## src/rtl/product_accumulator_pkg.sv

```systemverilog
// Shared types and defaults for the product accumulator slice.
// State encoding, frame id width and default widths.
package product_accumulator_pkg;

    localparam int FRAME_ID_W = 4;
    localparam int PROD_W_DEF = 8;
    localparam int ACC_W_DEF  = 12;
    localparam int LEN_DEF    = 4;

    typedef enum logic [1:0] {
        ST_IDLE  = 2'd0,
        ST_ACCUM = 2'd1,
        ST_DONE  = 2'd2
    } state_e;

endpackage

```

## src/rtl/product_accumulator_sat_adder.sv

```systemverilog
// Unsigned saturating adder: clamps to all-ones on carry out.
// Purely combinational.
module sat_adder #(
    parameter int W = 12
) (
    input  logic [W-1:0] a,
    input  logic [W-1:0] b,
    output logic [W-1:0] sum,
    output logic         sat
);

    logic [W:0] full;

    assign full = {1'b0, a} + {1'b0, b};
    assign sat  = full[W];
    assign sum  = sat ? {W{1'b1}} : full[W-1:0];

endmodule

```

## src/rtl/product_accumulator.sv

```systemverilog
// Sums LEN products per frame into a saturated, frame-tagged result
// presented with a valid/ready handshake.
module product_accumulator
    import product_accumulator_pkg::*;
#(
    parameter int PROD_W = PROD_W_DEF,
    parameter int ACC_W  = ACC_W_DEF,
    parameter int LEN    = LEN_DEF
) (
    input  logic                  clk,
    input  logic                  rst,
    input  logic                  clear,
    input  logic                  in_valid,
    output logic                  in_ready,
    input  logic [PROD_W-1:0]     product,
    output logic                  out_valid,
    input  logic                  out_ready,
    output logic [ACC_W-1:0]      acc_out,
    output logic                  overflow,
    output logic [FRAME_ID_W-1:0] frame_id
);

    localparam int              CNT_W    = $clog2(LEN);
    localparam logic [CNT_W-1:0] CNT_LAST = CNT_W'(LEN - 1);

    state_e                  state_q, state_d;
    logic [ACC_W-1:0]        acc_q, acc_d;
    logic [CNT_W-1:0]        cnt_q, cnt_d;
    logic                    sticky_q, sticky_d;
    logic [ACC_W-1:0]        acc_out_q, acc_out_d;
    logic                    overflow_q, overflow_d;
    logic                    out_valid_q, out_valid_d;
    logic [FRAME_ID_W-1:0]   frame_id_q, frame_id_d;

    logic [ACC_W-1:0] prod_ext;
    logic [ACC_W-1:0] sum;
    logic             sat;
    logic             sticky_eff;

    assign prod_ext = ACC_W'(product);

    sat_adder #(.W(ACC_W)) u_add (
        .a   (acc_q),
        .b   (prod_ext),
        .sum (sum),
        .sat (sat)
    );

    // The sticky flag restarts with the first beat of every frame.
    assign sticky_eff = (state_q == ST_IDLE) ? 1'b0 : sticky_q;

    assign in_ready  = (state_q != ST_DONE);
    assign out_valid = out_valid_q;
    assign acc_out   = acc_out_q;
    assign overflow  = overflow_q;
    assign frame_id  = frame_id_q;

    always_comb begin
        state_d     = state_q;
        acc_d       = acc_q;
        cnt_d       = cnt_q;
        sticky_d    = sticky_q;
        acc_out_d   = acc_out_q;
        overflow_d  = overflow_q;
        out_valid_d = out_valid_q;
        frame_id_d  = frame_id_q;

        if (clear) begin
            acc_d       = '0;
            cnt_d       = '0;
            sticky_d    = 1'b0;
            out_valid_d = 1'b0;
            state_d     = ST_IDLE;
        end else begin
            case (state_q)
                ST_IDLE, ST_ACCUM: begin
                    if (in_valid) begin
                        if (cnt_q == CNT_LAST) begin
                            acc_out_d   = sum;
                            overflow_d  = sticky_eff | sat;
                            out_valid_d = 1'b1;
                            acc_d       = '0;
                            cnt_d       = '0;
                            sticky_d    = 1'b0;
                            frame_id_d  = frame_id_q + FRAME_ID_W'(1);
                            state_d     = ST_DONE;
                        end else begin
                            acc_d    = sum;
                            cnt_d    = cnt_q + CNT_W'(1);
                            sticky_d = sticky_eff | sat;
                            state_d  = ST_ACCUM;
                        end
                    end
                end
                ST_DONE: begin
                    if (out_ready) begin
                        out_valid_d = 1'b0;
                        state_d     = ST_IDLE;
                    end
                end
                default: begin
                    acc_d       = '0;
                    cnt_d       = '0;
                    sticky_d    = 1'b0;
                    out_valid_d = 1'b0;
                    state_d     = ST_IDLE;
                end
            endcase
        end
    end

    always_ff @(posedge clk) begin
        if (rst) begin
            state_q     <= ST_IDLE;
            acc_q       <= '0;
            cnt_q       <= '0;
            sticky_q    <= 1'b0;
            acc_out_q   <= '0;
            overflow_q  <= 1'b0;
            out_valid_q <= 1'b0;
            frame_id_q  <= '0;
        end else begin
            state_q     <= state_d;
            acc_q       <= acc_d;
            cnt_q       <= cnt_d;
            sticky_q    <= sticky_d;
            acc_out_q   <= acc_out_d;
            overflow_q  <= overflow_d;
            out_valid_q <= out_valid_d;
            frame_id_q  <= frame_id_d;
        end
    end

endmodule

```

## config.mk

```make
export PLATFORM = sky130hd
export DESIGN_NAME = product_accumulator
export DESIGN_NICKNAME = d
export VERILOG_FILES = /design/src/rtl/product_accumulator_pkg.sv /design/src/rtl/product_accumulator_sat_adder.sv /design/src/rtl/product_accumulator.sv
export SDC_FILE = /design/constraint.sdc
export NUM_CORES = 1
export LEC_CHECK = 0
export ABC_AREA = 0
export CORE_MARGIN = 2
export CORE_UTILIZATION = 54
export CTS_BUF_LIST = sky130_fd_sc_hd__clkbuf_2 sky130_fd_sc_hd__clkbuf_4 sky130_fd_sc_hd__clkbuf_8
export CTS_CLUSTER_DIAMETER = 50
export CTS_CLUSTER_SIZE = 16
export DETAILED_ROUTE_END_ITERATION = 8
export PLACE_DENSITY_LB_ADDON = 0.1
export SYNTH_ARGS = -nofsm -noshare
export SYNTH_HDL_FRONTEND = slang
export SYNTH_SLANG_ARGS = --single-unit
export TNS_END_PERCENT = 100
```

## constraint.sdc

```tcl
create_clock -name clk -period 2.99 [get_ports clk]
set_input_delay 0.4485 -clock clk [delete_from_list [all_inputs] [get_ports clk]]
set_output_delay 0.4485 -clock clk [all_outputs]
set_load 0.005 [all_outputs]
```

======== Word level (Yosys, flattened, before mapping) ========
Cells that the tools add are included.
word-level totals
  register bits ........................... 35
  logic and storage cells ................. 47
operators by class
  $add $sub $neg .......................... 3
  equal/unequal tests ..................... 7
  multiplexer cells ....................... 19
  bitwise operators ....................... 3
  reductions and logical operators ........ 7
operators with widths
  cell                                                 number
  2-to-1 mux 12 bit                                    3
  one-hot mux 12 bit (2 select lines)                  1
  adder 12 x 8 -> 13 bit                               1
  2-to-1 mux 2 bit                                     5
  != test 2 bit, second input constant                 4
  one-hot mux 2 bit (2 select lines)                   2
  2-to-1 mux 1 bit                                     6
  adder 4 x 1 -> 4 bit, second input constant          1
  equality test 2 bit, second input constant           2
  one-hot mux 1 bit (2 select lines)                   2
  AND reduction 2 bit                                  2
  AND reduction 4 bit                                  1
  OR reduction 2 bit                                   2
  AND reduction 3 bit                                  1
  adder 2 x 1 -> 2 bit, second input constant          1
  equality test 2 x 1 -> 1 bit, second input constant  1
  logical NOT 2 bit                                    1
  NOT 1 bit                                            2
  OR 1 bit                                             1

======== Longest topological paths before layout ========
Gate-level depths: netlist of the first run.
  depth in word-level cells ............... 6
  gate-level depth with buffers ........... 8
  mapped depth without buffers ............ 7

======== Cells and area by module ========
Synthesis of the first run repeated with hierarchy kept, for this count alone.
unflattened totals
  cells, all modules ...................... 227
  area total of the unflattened synthesis .. 1918.1 um2
by module, submodules not included
  module               times used  cells each  area each (um2)  sequential area each (um2)
  product_accumulator  1           149         1315.0           700.7
  sat_adder            1           78          603.1            0.0

======== Least setup slack after synthesis of the first run ========
No wires, ideal clock.
  path kind ............................... input to register
  start ................................... input product[0]
  end ..................................... register acc_out_q[3] (netlist: acc_out[3])
  library setup time ...................... 0.131 ns
  arrival time ............................ 2.167 ns
  slack ................................... 0.692 ns
  stages on the path ...................... 8
  path buffers ............................ 1
  cells stage by stage .................... ha_1 > fa_1 > a21o_1 > a221oi_4 > o21ai_2 > buf_2 > nor3_1 > nor3_1
on the way
  longest elaborated chain between the ends .. 2
ends and longest elaborated chain
  what                    RTL line                             text
  from (decl)             product_accumulator.sv:15            input logic [PROD_W-1:0] product,
  adder 12 x 8 -> 13 bit  product_accumulator_sat_adder.sv:14  assign full = {1'b0, a} + {1'b0, b};
  2-to-1 mux 12 bit       product_accumulator_sat_adder.sv:16  assign sum = sat ? {W{1'b1}} : full[W-1:0];
  to (signal assigned)    product_accumulator.sv:127           acc_out_q <= acc_out_d;
  to (decl)               product_accumulator.sv:30            logic [ACC_W-1:0] acc_out_q, acc_out_d;
Every way passes these cells.
A chain may end at the register's enable or synchronous reset.

======== Worst setup path after layout of the first run ========
  start ................................... input product[0]
  end ..................................... register acc_q[9]
on the way
  longest elaborated chain between the ends .. 5
ends and longest elaborated chain
  what                                 RTL line                             text
  adder 12 x 8 -> 13 bit               product_accumulator_sat_adder.sv:14
  2-to-1 mux 12 bit                    product_accumulator_sat_adder.sv:16
  2-to-1 mux 12 bit                    product_accumulator.sv:78            if (cnt_q == CNT_LAST) begin
  2-to-1 mux 12 bit                    product_accumulator.sv:77            if (in_valid) begin
  one-hot mux 12 bit (2 select lines)  product_accumulator.sv:75            case (state_q)
  to (signal assigned)                 product_accumulator.sv:115           acc_q <= '0;
  to (signal assigned)                 product_accumulator.sv:124           acc_q <= acc_d;
  to (decl)                            product_accumulator.sv:27            logic [ACC_W-1:0] acc_q, acc_d;
Every way passes these cells. The select of a mux whose other input is x is not followed.

==> results.json, run 1 <==
{
  "ys_seq_elements": 35,
  "total_power_mw": 0.939,
  "synthCells": 215,
  "drive_gt1_share_pct": 8.57,
  "rsz0062_at_grt": "no",
  "coreArea_mm2": 0.00331,
  "synth_nets": 239,
  "routedWlPerCell_um": 14.6,
  "initialDrtViolationCount": 85,
  "crit_path_start_kind": "input pin",
  "grt_max_degree": 17,
  "yosysTopAreaCellShare_pct": 38.1,
  "final_core_util_pct": 68.3,
  "post-cts-setup-buffers": 0,
  "multi_input_area_mm2": 0.00107,
  "grt_pass1_wl_mm": 7.14,
  "path_class": "in -> reg",
  "nNetsFinal": 269,
  "dp_cells": 284,
  "routed_via_density": 5.87,
  "dp_slack_ns": 0.124,
  "final_cell_area_mm2": 0.00226,
  "min_to": "acc_q[0]",
  "synth-seq-area-share_pct": 38.1,
  "final-setup-viol-count": 0,
  "overflow": 0,
  "wirelength_mm": 4.25,
  "hold_path.class": "reg -> reg",
  "die_area_mm2": 0.00388,
  "area_delta_synth_final_pct": 23.0,
  "ys_warn_count": 0,
  "drv_cap": 0,
  "hold-path-cell-count": 2,
  "ios": 32,
  "synth_area_mm2": 0.00184,
  "drc": 0,
  "leakage_nw": 0.861,
  "register_area_um2": 701,
  "cp.arrival_ns": 2.75,
  "status": "finished clean",
  "grt_use_total_pct": 23.0,
  "hpwl_mm": 3.15,
  "synth_edf_count": 0,
  "num_vias": 1709,
  "worst_skew_pair.late_latency_ns": 0.35,
  "antenna_found_initial": 0,
  "whs_ns": 0.468,
  "grt_pass1_vias": 1617,
  "crit_path_end_kind": "register",
  "ir_drop_uv": 244,
  "cts.clk_slew.worst_paths_ns": 0.11,
  "finalCriticalPeriod_ns": 2.52,
  "reg2reg_slack_ns": 0.67,
  "hp-start": "acc_q[0]",
  "rows": 21,
  "async_reset_ff_share_pct": 0,
  "regToRegStartpoint": "acc_q[0]",
  "synth.largest_area_cell": "dfxtp_1",
  "clock.fmax_ghz": 0.397,
  "root_buffer": "clkbuf_4",
  "cts_tree": "done",
  "placedInstanceArea_mm2": 0.00218,
  "period_share_pct": 84.3,
  "hold_violations": 0,
  "p_per_area_mw_per_mm2": 416,
  "synth.avg_cell_area_um2": 8.54,
  "ant_nets": 0,
  "synth_cell_types": 47,
  "cts_made_buffers": 5,
  "port_buffers": 31,
  "die_x_um": 62.3,
  "critPathRequiredTime_ns": 3.21,
  "place.gp.congestion": 0.968,
  "ctsResizeCount": 0,
  "maxSlewViolCount": 0,
  "antennaDiodeCount": 0,
  "crit_fanout": 14,
  "setup_tns_ns": 0,
  "final.setup.worst_slack_ns": 0.470,
  "tightest_slew_ns": 0.527,
  "ys.flop_type": "dfxtp_1",
  "fillers": 297,
  "relSlewSlack_pct": 64.9,
  "ff2ff_path_depth": 7,
  "clkSinkCount": 35,
  "instances_no_fill": 291,
  "r2r_end": "acc_q[9]",
  "start_util_pct": 55.5,
  "synth_area_leaders": "dfxtp_1, ha_1, nor2_1",
  "h-tree-depth": 2,
  "cts_max_path_buffers": 2,
  "cts_hold_buffers": 0,
  "die_h_um": 62.3,
  "dr.pass1.iters": 4,
  "fin_skew_ns": 0.00918
}
synth_stat cells, drive strengths merged, types with 2 or more instances:
cell type,number
a211oi,7
a21o,5
a21oi,17
a311oi,2
a31oi,2
and3,3
buf,8
clkbuf,5
dfxtp,35
ha,10
nand2,15
nand2b,3
nand3,6
nand3b,2
nand4,3
nor2,33
nor2b,2
nor3,7
nor4,3
o211ai,4
o21ai,15
o21ba,2
o31ai,2
xnor2,4
xor2,5
placed cells by master (no fill, tap or decap), types with 7 or more instances in the layout:
| cell type | n |
|---|---|
| a21oi_1 | 16 |
| a211oi_1 | 7 |
| clkdlybuf4s50_1 | 31 |
| ha_1 | 10 |
| nor2_1 | 33 |
| nand2_1 | 15 |
| dfxtp_1 | 35 |
| nor3_1 | 7 |
| o21ai_0 | 7 |
state kept, by name, summed over array words and instances, names as in the netlist:
name / flops
out_valid: 1
sticky_q: 1
state_q: 2
cnt_q: 2
acc_out: 12
overflow: 1
frame_id: 4
acc_q: 12
logic make-up (layout without fill, tap and decap cells):
kind of cell,count (synthesis),count (layout),share of synthesized area [%]
XOR/XNOR,9,9,4.29
flip-flops,35,35,38.1
multiplexers,1,1,0.545
AND/OR/NAND/NOR,82,82,21.5
buffers and inverters,14,44,3.34
AO/OA/AOI/OAI,63,63,24.3
adder cells (fa/ha/maj),11,11,7.90
final cells by class:
| type | count | share of cell area, % |
|---|---|---|
| repair buffers | 36 | 15.4 |
| clock buffers | 6 | 1.99 |
| clock inverters | 1 | 1.33 |
| well taps | 46 | 2.55 |
| flip-flops and latches | 35 | 31.0 |
| multi-input cells | 166 | 47.6 |
| inverters | 1 | 0.166 |
how the worst max path moves through the flow:
stage                          start    endpoint  cells after the start
final                     product[0]    acc_q[9]                      8
after global routing      product[0]    acc_q[9]                      8
after CTS                 product[0]    acc_q[9]                      8
after detailed placement  product[0]    acc_q[9]                      8
after global placement    product[0]  acc_out[3]                      8
after floorplan           product[0]  acc_out[3]                      8
power by group:
group	internal [mW]	switching, mW	leakage (nW)	total (mW)
Combinational	0.0527	0.0675	0.537	0.120
Clock	0.181	0.160	0.0417	0.342
Sequential	0.472	0.00531	0.283	0.478
metal layers:
metal	vias up	routed length (µm)	GRT usage [%]
met4	0	143	12.5
met1	772	1860	27.7
met2	83	1970	37.9
li1	837	-	-
met3	17	284	5.43
met5	-	0	0
critical path, cell delays in order:
cell,delay (ns)
clkdlybuf4s50_1,0.41
ha_1,0.25
fa_1,0.42
a21o_1,0.24
a221oi_4,0.35
o21ai_2,0.24
o21ba_2,0.30
o211ai_1,0.08
Power figures use the tool's default switching activity.
==> run 2: changes to the inputs <==
- clock period: 2.99 -> 2.6 ns (I/O delays scaled with it)
==> results.json, run 2 (synthesis gave the netlist of run 1 again) <==
{
  "status": "finished clean",
  "routed_via_density": 5.65,
  "cts_hold_buffers": 0,
  "hpwl_mm": 3.19,
  "h-tree-depth": 2,
  "die_area_mm2": 0.00388,
  "fin_skew_ns": 0.0111,
  "dr.pass1.iters": 4,
  "drv_cap": 0,
  "ios": 32,
  "drive_gt1_share_pct": 10.8,
  "ff2ff_path_depth": 8,
  "die_h_um": 62.3,
  "relSlewSlack_pct": 60.0,
  "cp.arrival_ns": 2.64,
  "die_x_um": 62.3,
  "area_delta_synth_final_pct": 24.1,
  "clock.fmax_ghz": 0.417,
  "pwr-share-clk_pct": 30.6,
  "regToRegStartpoint": "acc_q[0]",
  "worst_skew_pair.late_latency_ns": 0.34,
  "clkSinkCount": 35,
  "swShare_pct": 27.6,
  "use_met3_pct": 4.53,
  "hold_path.class": "reg -> reg",
  "initialDrtViolationCount": 59,
  "period_share_pct": 92.2,
  "wirelength_mm": 4.23,
  "grt_max_degree": 18,
  "cts.clk_slew.worst_paths_ns": 0.11,
  "routedWlPerCell_um": 14.2,
  "port_buffers": 31,
  "r2r_end": "acc_out[8]",
  "rsz0062_at_grt": "no",
  "reg2reg_slack_ns": 0.34,
  "final_common_cell": "dfxtp_1",
  "total_power_mw": 0.997,
  "post-cts-setup-buffers": 0,
  "coreArea_mm2": 0.00331,
  "grt_pass1_wl_mm": 7.42,
  "ir_drop_uv": 364,
  "root_buffer": "clkbuf_4",
  "hold_violations": 0,
  "start_util_pct": 55.5,
  "gr-usage-met1_pct": 30.8,
  "crit_path_start_kind": "input pin",
  "crit_path_end_kind": "register",
  "final_cell_area_mm2": 0.00228,
  "path_class": "in -> reg",
  "layout_common_cells": "dfxtp_1, nor2_1, clkdlybuf4s50_1",
  "antenna_found_initial": 0,
  "crit_start": "product[0]",
  "placedInstanceArea_mm2": 0.00222,
  "whs_ns": 0.470,
  "met2_usage_pct": 40.1,
  "nNetsFinal": 274,
  "cts_made_buffers": 5,
  "maxSlewViolCount": 0,
  "p_per_area_mw_per_mm2": 438,
  "place.gp.congestion": 0.916,
  "rows": 21,
  "crit_end": "acc_out[8]",
  "setup_tns_ns": 0,
  "antennaDiodeCount": 0,
  "cts_tree": "done",
  "leakage_nw": 0.875,
  "critPathRequiredTime_ns": 2.84,
  "power_switching_mw": 0.275,
  "ant_nets": 0,
  "tightest_slew_ns": 0.600,
  "grt_pass1_vias": 1641,
  "overflow": 0,
  "num_vias": 1679,
  "internal-power_mw": 0.722,
  "final-setup-viol-count": 0,
  "ctsResizeCount": 0,
  "seqPwrFrac_pct": 55.1,
  "crit_fanout": 6,
  "combPwrFrac_pct": 14.3,
  "drc": 0,
  "grt_use_total_pct": 23.6,
  "cts_max_path_buffers": 2,
  "grt_busiest_layer": "met2",
  "finalCriticalPeriod_ns": 2.40
}
-- run 2: changes by cell type in the layout (fill, tap and decap cells not counted), sizes merged --
cell / delta
buf: +5
bufinv: -1
clkinv: +1
clkinvlp: +1
-- run 2: power by group through the flow --
stage               sequential [mW]  combinational (mW)  clock (mW)
floorplan                     0.560              0.0903           0
global placement              0.561               0.136           0
detailed placement            0.561               0.140           0
CTS                           0.549               0.141       0.311
global route                  0.550               0.157       0.332
finish                        0.549               0.143       0.306
-- run 2: layout make-up --
type,instances,area [µm²]
Clock buffer,6,45.0
Inverter,1,3.75
Clock inverter,2,12.5
Tap cell,46,57.6
Sequential cell,35,701
Multi-Input combinational cell,166,1070
Fill cell,294,1030
Timing Repair Buffer,41,385
-- run 2: per-stage QoR --
step,worst slack [ns],cells,util (%)
finish,0.202,297,68.9
global route,0.0653,297,68.9
CTS,0.232,297,68.9
detailed placement,-0.118,289,67.1
global placement,-0.0888,289,67.1
floorplan,0.360,215,-
-- run 2: how the worst min path moves through the flow --
stage | from | end | slack [ns] | cells past startpoint
after floorplan | acc_q[2] | acc_q[2] | 0.43 | 2
after global placement | acc_q[2] | acc_q[2] | 0.45 | 2
after detailed placement | acc_q[0] | acc_q[0] | 0.45 | 2
after CTS | acc_q[6] | acc_q[6] | 0.47 | 2
after global routing | acc_q[6] | acc_q[6] | 0.49 | 2
final | acc_q[0] | acc_q[0] | 0.47 | 2
-- run 2: critical path, stage by stage --
cell and delay (ns):
clkdlybuf4s50_1 0.40, ha_1 0.25, fa_1 0.40, a21o_1 0.23, a221oi_4 0.27, buf_4 0.18
o21ai_4 0.07, and4_4 0.17, nor4_1 0.27
-- run 2: per-layer routing --
metal | wire length, µm | up-vias
met1 | 1960 | 777
met4 | 40 | 0
li1 | - | 848
met2 | 2000 | 49
met3 | 226 | 5
met5 | 0 | -
==> run 3: changes to the inputs <==
- CORE_UTILIZATION: 54 -> 62
- DONT_BUFFER_PORTS: unset -> 1
- RECOVER_POWER: unset -> 50
==> results.json, run 3 (synthesis gave the netlist of run 1 again) <==
{
  "drc": 0,
  "leakage_nw": 0.727,
  "layout_common_cells": "dfxtp_1, nor2_1, a21oi_1",
  "drive_gt1_share_pct": 8.45,
  "ir_drop_uv": 430,
  "port_buffers": 0,
  "cp.arrival_ns": 2.61,
  "routedWlPerCell_um": 16.0,
  "area_delta_synth_final_pct": 2.93,
  "critPathRequiredTime_ns": 2.82,
  "rows": 19,
  "grt_pass1_wl_mm": 6.58,
  "die_area_mm2": 0.00341,
  "power_switching_mw": 0.247,
  "internal-power_mw": 0.710,
  "cp_slowest_cell": "a221oi_4",
  "start_util_pct": 66.0,
  "grt_max_degree": 21,
  "place.gp.congestion": 0.869,
  "pwr-share-clk_pct": 31.5,
  "overflow": 0,
  "hold_path.class": "in -> reg",
  "tightest_slew_ns": 0.563,
  "die_x_um": 58.4,
  "maxSlewViolCount": 0,
  "swShare_pct": 25.8,
  "ios": 32,
  "cts_max_path_buffers": 2,
  "status": "finished clean",
  "h-tree-depth": 2,
  "wirelength_mm": 3.91,
  "hold_violations": 0,
  "crit_path_start_kind": "register",
  "dr.pass1.iters": 4,
  "nNetsFinal": 236,
  "crit_path_end_kind": "register",
  "initialDrtViolationCount": 66,
  "cp_top_family": "compound AO/OA/AOI/OAI gates",
  "clock.fmax_ghz": 0.418,
  "cts_hold_buffers": 0,
  "crit_fanout": 14,
  "routed_via_density": 6.35,
  "grt_use_total_pct": 25.2,
  "p_per_area_mw_per_mm2": 506,
  "reg2reg_slack_ns": 0.21,
  "period_share_pct": 92.1,
  "cts.clk_slew.worst_paths_ns": 0.10,
  "crit_chain": "ha_1 > fa_1 > a21o_1 > a221oi_4 > o21ai_2 > o21ba_2 > o211ai_1",
  "dp_cells": 236,
  "ctsResizeCount": 0,
  "die_h_um": 58.4,
  "clkSinkCount": 35,
  "instances_no_fill": 244,
  "final_common_cell": "dfxtp_1",
  "coreArea_mm2": 0.00278,
  "post-cts-setup-buffers": 0,
  "root_buffer": "clkbuf_4",
  "rsz0062_at_grt": "no",
  "max_stage_delay_ns": 0.42,
  "ant_nets": 0,
  "num_vias": 1550,
  "antenna_found_initial": 0,
  "cts_tree": "done",
  "grt_pass1_vias": 1472,
  "seqPwrFrac_pct": 57.4,
  "finalCriticalPeriod_ns": 2.39,
  "setup_tns_ns": 0,
  "worst_skew_pair.late_latency_ns": 0.33,
  "fin_skew_ns": 0.00527,
  "antennaDiodeCount": 0,
  "relSlewSlack_pct": 62.5,
  "cp_num_buf_inv": 0,
  "combPwrFrac_pct": 11.1,
  "path_class": "reg -> reg",
  "final-setup-viol-count": 0,
  "hpwl_mm": 2.92,
  "drv_cap": 0,
  "cts_made_buffers": 5
}
## run 3: cell types whose count changed in the layout (fill, tap and decap cells not counted), sizes merged
cell	previous run	this run
buf	10	1
clkinvlp	1	0
clkdlybuf4s50	31	0
clkbuf	6	9
## run 3: layer usage
layer	GRT usage, %	vias to the layer above	share of wire, %
li1	-	767	-
met1	31.8	706	44
met2	39.2	68	47
met3	8.79	9	7.5
met4	10.6	0	1.9
met5	0	-	0
## run 3: power by group through the flow
stage               logic (mW)  registers, mW  clock network, mW
floorplan               0.0903          0.560                  0
global placement         0.102          0.561                  0
detailed placement       0.106          0.561                  0
CTS                      0.107          0.549              0.310
global route             0.117          0.551              0.339
finish                   0.107          0.549              0.302
## run 3: final cells by class
| cell class | instances | area [µm²] |
|---|---|---|
| sequential | 35 | 701 |
| inverter | 1 | 3.75 |
| fill | 243 | 891 |
| tap | 31 | 38.8 |
| multi-input combinational | 166 | 1070 |
| timing repair buffer | 3 | 15.0 |
| clock inverter | 1 | 5.00 |
| clock buffer | 7 | 52.6 |
## run 3: worst paths after layout
| check | cells past startpoint | start | end |
|---|---|---|---|
| hold / removal | 1 | rst | overflow |
| hold reg to reg | 2 | acc_q[6] | acc_q[6] |
| setup reg to reg | 7 | acc_q[0] | acc_q[9] |
| setup / recovery | 7 | acc_q[0] | acc_q[9] |
## run 3: per-stage QoR
step / power (mW) / setup WS [ns] / util [%] / cell area [µm²] / hold WS, ns
floorplan: 0.650 / 0.360 / - / 1840 / 0.429
detailed placement: 0.667 / 0.185 / 66.2 / 1840 / 0.453
CTS: 0.965 / 0.246 / 68.2 / 1900 / 0.100
finish: 0.957 / 0.206 / 68.0 / 1890 / 0.113
global placement: 0.663 / 0.237 / 66.2 / 1840 / 0.442
global route: 1.01 / 0.0940 / 68.0 / 1890 / 0.0783
## run 3: worst reg2reg max path, cell delays in order (launching register included)
cell      delay (ns)
dfxtp_1         0.33
ha_1            0.22
fa_1            0.40
a21o_1          0.23
a221oi_4        0.42
o21ai_2         0.27
o21ba_2         0.32
o211ai_1        0.08
